===== src/rtl/trap_sequencer.sv =====
// trap_sequencer
// Purpose:
//   Sequences the response to a trap request from the exception handling unit,
//   and the response to an MRET.
//   On a trap it does four things in order:
//     1. flushes the pipeline for one cycle, with the pipeline stalled,
//     2. writes mepc, mcause and mtval through the single CSR write port,
//     3. offers MTVEC as the new fetch PC,
//     4. returns to IDLE once fetch accepts that PC.
//   An MRET flushes for one cycle and then offers the captured mepc as the new
//   fetch PC.
// Ports:
//   clk, reset          clock and asynchronous active-high reset
//   initiate_illinst    illegal-instruction trap request (mcause 2)
//   initiate_misaligned misaligned-access trap request; misalign_kind selects the cause
//   exc_pc, exc_tval    faulting PC and trap value, captured when the trap is accepted
//   mret, mepc_in       MRET commit and current mepc, captured when the MRET is accepted
//   flush, stall        pipeline control
//   csr_we/addr/wdata   CSR file write port
//   redirect_valid/pc   new fetch PC offer; redirect_ready is the fetch-side accept
//   busy                high whenever a sequence is in progress
module trap_sequencer #(
  parameter logic [31:0] MTVEC = 32'h0000_0000
) (
  input  logic        clk,
  input  logic        reset,
  input  logic        initiate_illinst,
  input  logic        initiate_misaligned,
  input  logic [1:0]  misalign_kind,
  input  logic [31:0] exc_pc,
  input  logic [31:0] exc_tval,
  input  logic        mret,
  input  logic [31:0] mepc_in,
  output logic        flush,
  output logic        stall,
  output logic        csr_we,
  output logic [11:0] csr_addr,
  output logic [31:0] csr_wdata,
  output logic        redirect_valid,
  output logic [31:0] redirect_pc,
  input  logic        redirect_ready,
  output logic        busy
);

  localparam logic [2:0] IDLE     = 3'd0;
  localparam logic [2:0] FLUSH    = 3'd1;
  localparam logic [2:0] W_MEPC   = 3'd2;
  localparam logic [2:0] W_MCAUSE = 3'd3;
  localparam logic [2:0] W_MTVAL  = 3'd4;
  localparam logic [2:0] RFLUSH   = 3'd5;
  localparam logic [2:0] REDIRECT = 3'd6;

  localparam logic [11:0] ADDR_MEPC   = 12'h341;
  localparam logic [11:0] ADDR_MCAUSE = 12'h342;
  localparam logic [11:0] ADDR_MTVAL  = 12'h343;

  logic [2:0]  state;
  logic [2:0]  next_state;
  logic [31:0] cap_pc;
  logic [31:0] cap_tval;
  logic [3:0]  cap_cause;
  logic [31:0] target;
  logic        trap;
  logic [3:0]  trap_cause;

  assign trap = initiate_illinst | initiate_misaligned;

  // Illegal instruction has priority over a misaligned access.
  // The reserved misalign kind is reported with the store cause.
  always_comb begin
    trap_cause = 4'd2;
    if (!initiate_illinst) begin
      case (misalign_kind)
        2'd0:    trap_cause = 4'd0;
        2'd1:    trap_cause = 4'd4;
        default: trap_cause = 4'd6;
      endcase
    end
  end

  always_comb begin
    next_state = state;
    case (state)
      IDLE: begin
        if (trap)
          next_state = FLUSH;
        else if (mret)
          next_state = RFLUSH;
      end
      FLUSH:    next_state = W_MEPC;
      W_MEPC:   next_state = W_MCAUSE;
      W_MCAUSE: next_state = W_MTVAL;
      W_MTVAL:  next_state = REDIRECT;
      RFLUSH:   next_state = REDIRECT;
      REDIRECT: if (redirect_ready) next_state = IDLE;
      default:  next_state = IDLE;
    endcase
  end

  // Capture registers are only loaded when a request is accepted in IDLE.
  // Because of that, requests arriving mid-sequence leave the sequence untouched.
  // The trap target is loaded late, in W_MTVAL, so one register serves both
  // the trap redirect and the MRET redirect.
  always_ff @(posedge clk or posedge reset) begin
    if (reset) begin
      state     <= IDLE;
      cap_pc    <= 32'h0;
      cap_tval  <= 32'h0;
      cap_cause <= 4'h0;
      target    <= 32'h0;
    end else begin
      state <= next_state;
      if (state == IDLE) begin
        if (trap) begin
          cap_pc    <= exc_pc;
          cap_tval  <= exc_tval;
          cap_cause <= trap_cause;
        end else if (mret) begin
          target <= mepc_in;
        end
      end
      if (state == W_MTVAL)
        target <= MTVEC & ~32'h3;
    end
  end

  // Outputs decode only from registered state and the capture registers.
  // Data outputs read zero outside the states that drive them.
  always_comb begin
    flush          = 1'b0;
    stall          = (state != IDLE);
    busy           = (state != IDLE);
    csr_we         = 1'b0;
    csr_addr       = 12'h0;
    csr_wdata      = 32'h0;
    redirect_valid = 1'b0;
    redirect_pc    = 32'h0;
    case (state)
      FLUSH, RFLUSH: flush = 1'b1;
      W_MEPC: begin
        csr_we    = 1'b1;
        csr_addr  = ADDR_MEPC;
        csr_wdata = {cap_pc[31:2], 2'b00};
      end
      W_MCAUSE: begin
        csr_we    = 1'b1;
        csr_addr  = ADDR_MCAUSE;
        csr_wdata = {28'h0, cap_cause};
      end
      W_MTVAL: begin
        csr_we    = 1'b1;
        csr_addr  = ADDR_MTVAL;
        csr_wdata = cap_tval;
      end
      REDIRECT: begin
        redirect_valid = 1'b1;
        redirect_pc    = target;
      end
      default: ;
    endcase
  end

endmodule

===== config.mk =====
export PLATFORM = sky130hd
export DESIGN_NAME = trap_sequencer
export DESIGN_NICKNAME = d
export VERILOG_FILES = /design/src/rtl/trap_sequencer.sv
export SDC_FILE = /design/constraint.sdc
export NUM_CORES = 1
export LEC_CHECK = 0
export BUFFER_PORTS_ARGS = -buffer_cell sky130_fd_sc_hd__buf_2
export CORE_MARGIN = 1.5
export CORE_UTILIZATION = 35
export DETAILED_ROUTE_END_ITERATION = 12
export GPL_TIMING_DRIVEN = 1
export PLACE_DENSITY_LB_ADDON = 0.25
export SETUP_SLACK_MARGIN = 0.05
export SKIP_CTS_REPAIR_TIMING = 1
export SLEW_MARGIN = 40
export SYNTH_ARGS = -nofsm -noshare
export SYNTH_HDL_FRONTEND = slang
export SYNTH_SLANG_ARGS = --single-unit

===== constraint.sdc =====
create_clock -name clk -period 4.8 [get_ports clk]
set_input_delay 1.2 -clock clk [delete_from_list [all_inputs] [get_ports clk]]
set_output_delay 1.2 -clock clk [all_outputs]
set_load 0.005 [all_outputs]

# == Yosys cells after proc, flatten, opt, wreduce, memory -nomap -nowiden ==
# Index checks and enable logic that the tools add are counted.
# Widths: inputs -> output; s select.
# op_classes
n_mux,16
reduce_logical,11
n_bitwise,1
eq_ne,10
# ops
cell,count
$mux 32,5
$pmux 32 s3,1
$pmux 10 s3,1
$pmux 3 s6,1
$mux 3,4
$eq 3x3->1 const B,3
$eq 3x2->1 const B,2
$pmux 3 s2,1
$reduce_and 2->1,2
$reduce_bool 2->1,2
$reduce_or 2->1,2
$eq 3x1->1 const B,1
$logic_not 3->1,1
$mux 1,3
$ne 3x3->1 const B,1
$reduce_and 3->1,1
$reduce_bool 3->1,1
$reduce_or 3->1,1
$eq 2x1->1 const B,1
$logic_not 2->1,1
$ne 2x1->1 const B,1
$ne 2x2->1 const B,1
$or 1x1->1,1
# totals
inputBits,104
reg_bits,103
out_inout_bits,81
elab_cells,43

# == Logic depth before layout (Yosys ltp) ==
# Gate-level depths: netlist of the first run.
# depth
depth_word,4
mapped_depth,6
depth_no_buf,3

# == Least setup slack after synthesis of the first run ==
# Ideal clock, no wire load.
# synth_path
path_type,register to output
from,register state[1]
to,output csr_wdata[11]
path_stages_with_launch,6
required_time_ns,3.600
path_buffers,2
arrival_time_ns,1.437
slack_ns,2.163
cell_sequence,dfrtp_1 -> buf_6 -> or2_2 -> nor2_1 -> clkbuf_1 -> a22o_1
# synth_via
elab_chain_len,2
word_cells_on_any_way,4
cone_classes,eq/ne: 3; mux: 1
# synth_lines
item,line_no,rtl
from (decl),57,logic [2:0] state;
from (signal assigned),112,state <= next_state;
$eq 3x3->1 or $eq 3x2->1 (tied branches),138,case (state)
$pmux 32 s3 (*),138,
to (decl),38,"output logic [31:0] csr_wdata,"
# Every way passes the cells marked *; elsewhere a longest branch is shown, timed or not.

# == Final worst setup path of the first run ==
# layout_path
from,register state[0]
to,output csr_wdata[5]
# The elaborated chain is that of the path after synthesis.

==> out/metrics.cfg, run 1 <==
[outcome]
status=finished, final reports clean

[logic_synthesis]
yosysUniqueCellTypes=37
syn_inst=366
syn_avg_cell_area_um2=13.2
synth_area_um2=4840
synth_seq_cells=99
synth_edf_count=0
yosysWarnings=0
yosysSeqAreaShare_pct=51.2
synth-main-ff-cell=dfrtp_1
async_flop_share_pct=100

[cells_and_area]
mostFrequentLayoutCell=buf_2
final_layout_size_suffix_gt1_share_pct=51.1
num_antenna_cells=0
nFillCells=1307
layout.nets=632
layout_common_cells=buf_2 (175), dfrtp_1 (99), mux2_4 (60), a22o_1 (50), and2_1 (32)
syn_to_final_growth_pct=25.6

[sta]
worst_hold_slack_ns=0.494
rsz0062_at_grt=false
fin_setup_tns_ns=0
setup_ws_ns=1.40
finalHoldViolCount=0
fin_worst_skew_ns=0.00633
max_slew_margin_pct=56.9
post-route-period-util_pct=70.9
max_freq_mhz=294
drv_slew=0
period_needed_ns=3.40
worst_pin_slew_ns=0.645
finalSetupViolCount=0

[critical_path]
reg2reg_depth=5
cp_max_fo=31
cp.depth=5
cpPeakStageDelay_ns=0.54
worstPathRequired_ns=3.60
crit_family=simple AND/OR/NAND/NOR gates
arrival_ns=2.20
cp_num_buf_inv=2
path_class=reg -> out
crit_chain=or2_2, nor2_2, buf_4, a22o_1, buf_2
slowest_stage=dfrtp_1
end_kind=output port
start_kind=flop

[die]
ios=185
core-area_um2=13300
die_width_um=121
rows=42
die_y_um=121
dieArea_um2=14500
initial_core_util_pct=36.3

[clocking]
cts.sinks=99
ctsRootBufferMaster=clkbuf_16
cts_made_buffers=9
cts_buffer_depth=2
path_clk_slew_ns=0.06
cts_htree_levels=3
cts_tree=yes
clock_latency_ns=0.34

[detailed_routing]
drtIter0Drc=156
vias=3439
drtPass1Iterations=4
vias_per_cell=4.86
wl_per_cell_um=16.1
drt_wl_total_mm=11.4
ant_nets=0
drc=0

[power_and_ir_drop]
swShare_pct=32.7
p_sw_mw=1.26
p_int_mw=2.60
p_leak_nw=3.17
p_comb_share_pct=42.7
pwr-share-seq_pct=38.8
irDropWorstVdd_uv=335
powerDensity_nw_per_um2=634
clkPwrFrac_pct=18.5

[placement]
place_ws_ns=1.74
io_buffers=175
dp_hpwl_mm=7.47
gp_congestion=0.730

[min_path]
hold_path_depth=1
worstHoldPathType=reg -> reg

[global_route]
antenna_found_initial=0
grt.total_usage_pct=16.3
grt_max_degree=82
grt_pass1_vias=3490
grt_pass1_wl_mm=18.5
grt_overflow=0

[flow_run]
drv_cap=0

-- worst reg2reg max path, stage by stage (launching register included) --
cell	delay [ns]
dfrtp_1	0.54
or3_4	0.51
nor2_8	0.33
buf_12	0.27
buf_12	0.28
mux2_4	0.33
-- cells in the mapped netlist (2+ instances only) --
cell type  instances  area (µm²)
mux2_4            60         901
nor2_1             6        22.5
o21ai_0            4        20.0
dfrtp_1           99        2480
nor3b_1            2        15.0
a22o_1            50         438
nand4_1           11        68.8
buf_12             6         120
clkbuf_1          15        56.3
o311ai_0          11        96.3
and3_1             2        12.5
nand2_1           16        60.1
buf_4             11        82.6
buf_6              2        22.5
buf_2              5        25.0
mux2_2             2        22.5
inv_1             13        48.8
and2_1            32         200
-- state kept, by name, indices dropped and copies added, names as in the netlist --
signal     count
cap_tval      32
target        32
cap_pc        30
state          3
cap_cause      2
-- final cells by class --
cell class / instances / area [µm²] / share of cell area (%)
flip-flops and latches: 99 / 2480 / 40.7
multi-input cells: 220 / 2050 / 33.7
repair buffers: 185 / 996 / 16.4
clock buffers: 12 / 267 / 4.38
well taps: 176 / 220 / 3.62
inverters: 13 / 53.8 / 0.885
clock inverters: 3 / 21.3 / 0.350
-- cells by family (layout without fill, tap and decap cells) --
group | Yosys count | after routing | synth area share, %
muxes | 63 | 63 | 19.3
AOI/OAI and AO/OA | 72 | 72 | 12.7
other | 1 | 7 | 0.0774
and+or+nand+nor | 78 | 78 | 9.41
DFF | 99 | 99 | 51.2
buffers and inverters | 53 | 213 | 7.42
-- power by group through the flow --
stage          Combinational (mW)  Clock, mW  Sequential [mW]
5_1_grt                      1.81      0.772             1.56
3_5_place_dp                 1.67          0             1.49
6_report                     1.65      0.713             1.49
4_1_cts                      1.67      0.736             1.50
2_1_floorplan                1.31          0             1.41
3_3_place_gp                 1.63          0             1.48
-- metal layers --
layer | track usage [%] | wire (µm)
met5 | 0 | 0
met4 | 4.85 | 146
met3 | 6.51 | 1020
met2 | 23.4 | 4860
met1 | 22.5 | 5390
-- through the flow --
stage	util [%]	std cells	power, mW	instance area (µm²)
floorplan	-	372	2.72	4860
global placement	43.0	691	3.10	5740
detailed placement	43.2	692	3.17	5770
CTS	45.4	707	3.91	6050
global route	45.6	708	4.14	6080
finish	45.6	708	3.85	6080
-- worst paths after layout --
check | slack [ns] | to | startpoint
setup / recovery | 1.40 | csr_wdata[5] | state[0]
hold / removal | 0.49 | target[17] | target[17]
setup reg to reg | 2.43 | cap_tval[28] | state[0]
hold reg to reg | 0.49 | target[17] | target[17]
max in group asynchronous | 3.44 | cap_pc[30] | reset
min in group asynchronous | 0.80 | target[11] | reset
No activity file was read; power rests on OpenSTA's default activity.
==> run 2, diff against run 1 <==
==> constraint.sdc (replaced) <==
create_clock -name clk -period 3.5 [get_ports clk]
set_input_delay 0.875 -clock clk [delete_from_list [all_inputs] [get_ports clk]]
set_output_delay 0.875 -clock clk [all_outputs]
set_load 0.005 [all_outputs]
==> run 2 against run 1 <==
Die area stayed put. Worst setup slack worse by 0.95 ns. Combinational power is 35% higher. Hold slack worse by 0.023 ns. Sequential power is 39% higher. Cell count stayed put. Critical path depth stayed put. Design area is 0.19% higher. Global-route usage is 0.21 points lower. Register-to-register slack worse by 1.2 ns. Via count is 0.79% higher. Critical endpoint is now csr_wdata[23]. Largest power group unchanged.
==> out/metrics.cfg, run 2 (synthesized netlist as in run 1, its figures left out) <==
[min_path]
worstHoldPathType=in -> async

[critical_path]
worstPathRequired_ns=2.62  ; -0.98 ns
cp_max_fo=31  ; unchanged
path_class=reg -> out
cp_num_buf_inv=2  ; unchanged
arrival_ns=2.18  ; -0.02 ns
start_kind=flop
crit_chain=or2_2, nor2_2, buf_4, a22o_1, buf_2
slowest_stage=dfrtp_1
end_kind=output port
crit_family=simple AND/OR/NAND/NOR gates
cpPeakStageDelay_ns=0.53  ; about the same

[detailed_routing]
drtPass1Iterations=4  ; unchanged
drc=0  ; unchanged
ant_nets=0  ; unchanged
drtIter0Drc=188  ; +21%
drt_wl_total_mm=11.4  ; -0.59%
wl_per_cell_um=16.0  ; -0.59%
vias_per_cell=4.90  ; +0.79%
vias=3466  ; +0.79%

[sta]
fin_setup_tns_ns=0  ; unchanged
rsz0062_at_grt=false
fin_worst_skew_ns=0.00764  ; +0.00131 ns
period_needed_ns=3.05
finalSetupViolCount=0  ; unchanged
drv_slew=0  ; unchanged
post-route-period-util_pct=87.2
worst_hold_slack_ns=0.472  ; -0.0226 ns
worst_pin_slew_ns=0.517  ; -0.128 ns
max_slew_margin_pct=65.4  ; +8.5 points
finalHoldViolCount=0  ; unchanged
max_freq_mhz=328

[cells_and_area]
multiInputGateArea_um2=2040  ; -0.12%
mostFrequentLayoutCell=buf_2
final_cell_area_um2=6090  ; +0.19%
layout.nets=632  ; unchanged
seqCellArea_um2=2480  ; about the same
reg_top3=cap_tval (32), target (32), cap_pc (30)
syn_to_final_growth_pct=25.8
num_antenna_cells=0  ; unchanged
nFillCells=1265  ; -3.2%
final_layout_size_suffix_gt1_share_pct=50.8  ; -0.38 points
layout_common_cells=buf_2 (175), dfrtp_1 (98), mux2_4 (60), a22o_1 (50), and2_1 (32)

[global_route]
grt_overflow=0  ; unchanged
grt_pass1_vias=3596  ; +3.0%
antenna_found_initial=0  ; unchanged
grt_pass1_wl_mm=18.3  ; -1.0%
grt.total_usage_pct=16.1  ; -0.21 points
grt_max_degree=53  ; -35%

[die]
die_y_um=121  ; unchanged
rows=42  ; unchanged
initial_core_util_pct=36.3  ; unchanged
die_width_um=121  ; unchanged
dieArea_um2=14500  ; unchanged
ios=185  ; unchanged
core-area_um2=13300  ; unchanged

[clocking]
path_clk_slew_ns=0.07  ; about the same
clock_latency_ns=0.34  ; about the same
cts_buffer_depth=2  ; unchanged
cts_made_buffers=9  ; unchanged
cts.sinks=99  ; unchanged
cts_htree_levels=3  ; unchanged
ctsRootBufferMaster=clkbuf_16
cts_tree=yes

[flow_run]
drv_cap=0  ; unchanged

[power_and_ir_drop]
p_leak_nw=3.16  ; about the same
irDropWorstVdd_uv=451  ; +35%
total_power_mw=5.33  ; +38%
powerDensity_nw_per_um2=875  ; +38%

[placement]
post_dp_cell_area_um2=5760  ; about the same
dp_hpwl_mm=7.64  ; +2.3%
io_buffers=175  ; unchanged
gp_congestion=0.707  ; -3.1%

[outcome]
status=finished, final reports clean

## run 2: cell types whose count changed in the layout (fill, tap and decap cells not counted), sizes merged
cell,change
clkinvlp,+1
bufinv,+2
clkbuf,-1
inv,-2
## run 2: path summary, 6_finish.rpt
check,start,cells after the start,slack (ns),endpoint
max,state[0],5,0.45,csr_wdata[23]
max reg2reg,state[0],4,1.23,cap_pc[30]
min reg2reg,target[17],1,0.49,target[17]
max in group asynchronous,reset,4,2.27,cap_pc[21]
min,reset,2,0.47,target[1]
min in group clk,target[17],1,0.49,target[17]
## run 2: per-layer routing
metal / global-route usage, % / vias to the layer above / routed length [µm]
met5: 0 / - / 0
met4: 5.51 / 0 / 137
met3: 5.75 / 11 / 1030
met2: 24.0 / 133 / 4970
met1: 21.6 / 1699 / 5210
li1: - / 1623 / -
## run 2: area by class of cell
type	instances	area share (%)
inverters	13	0.862
clock inverters	4	1.25
repair buffers	185	16.2
flip-flops and latches	99	40.7
well taps	176	3.61
clock buffers	11	3.82
multi-input cells	220	33.6
## run 2: power by group
part / internal, mW / switching [mW] / total, mW
sequential: 1.71 / 0.366 / 2.07
combinational: 1.30 / 0.916 / 2.22
clock: 0.624 / 0.417 / 1.04
## run 2: per-stage QoR
| step | util [%] | std cells | worst slack, ns |
|---|---|---|---|
| floorplan | - | 372 | 1.19 |
| global route | 45.7 | 708 | 0.294 |
| detailed placement | 43.2 | 692 | 0.559 |
| CTS | 45.5 | 707 | 0.160 |
| finish | 45.7 | 708 | 0.448 |
| global placement | 43.2 | 692 | 0.600 |
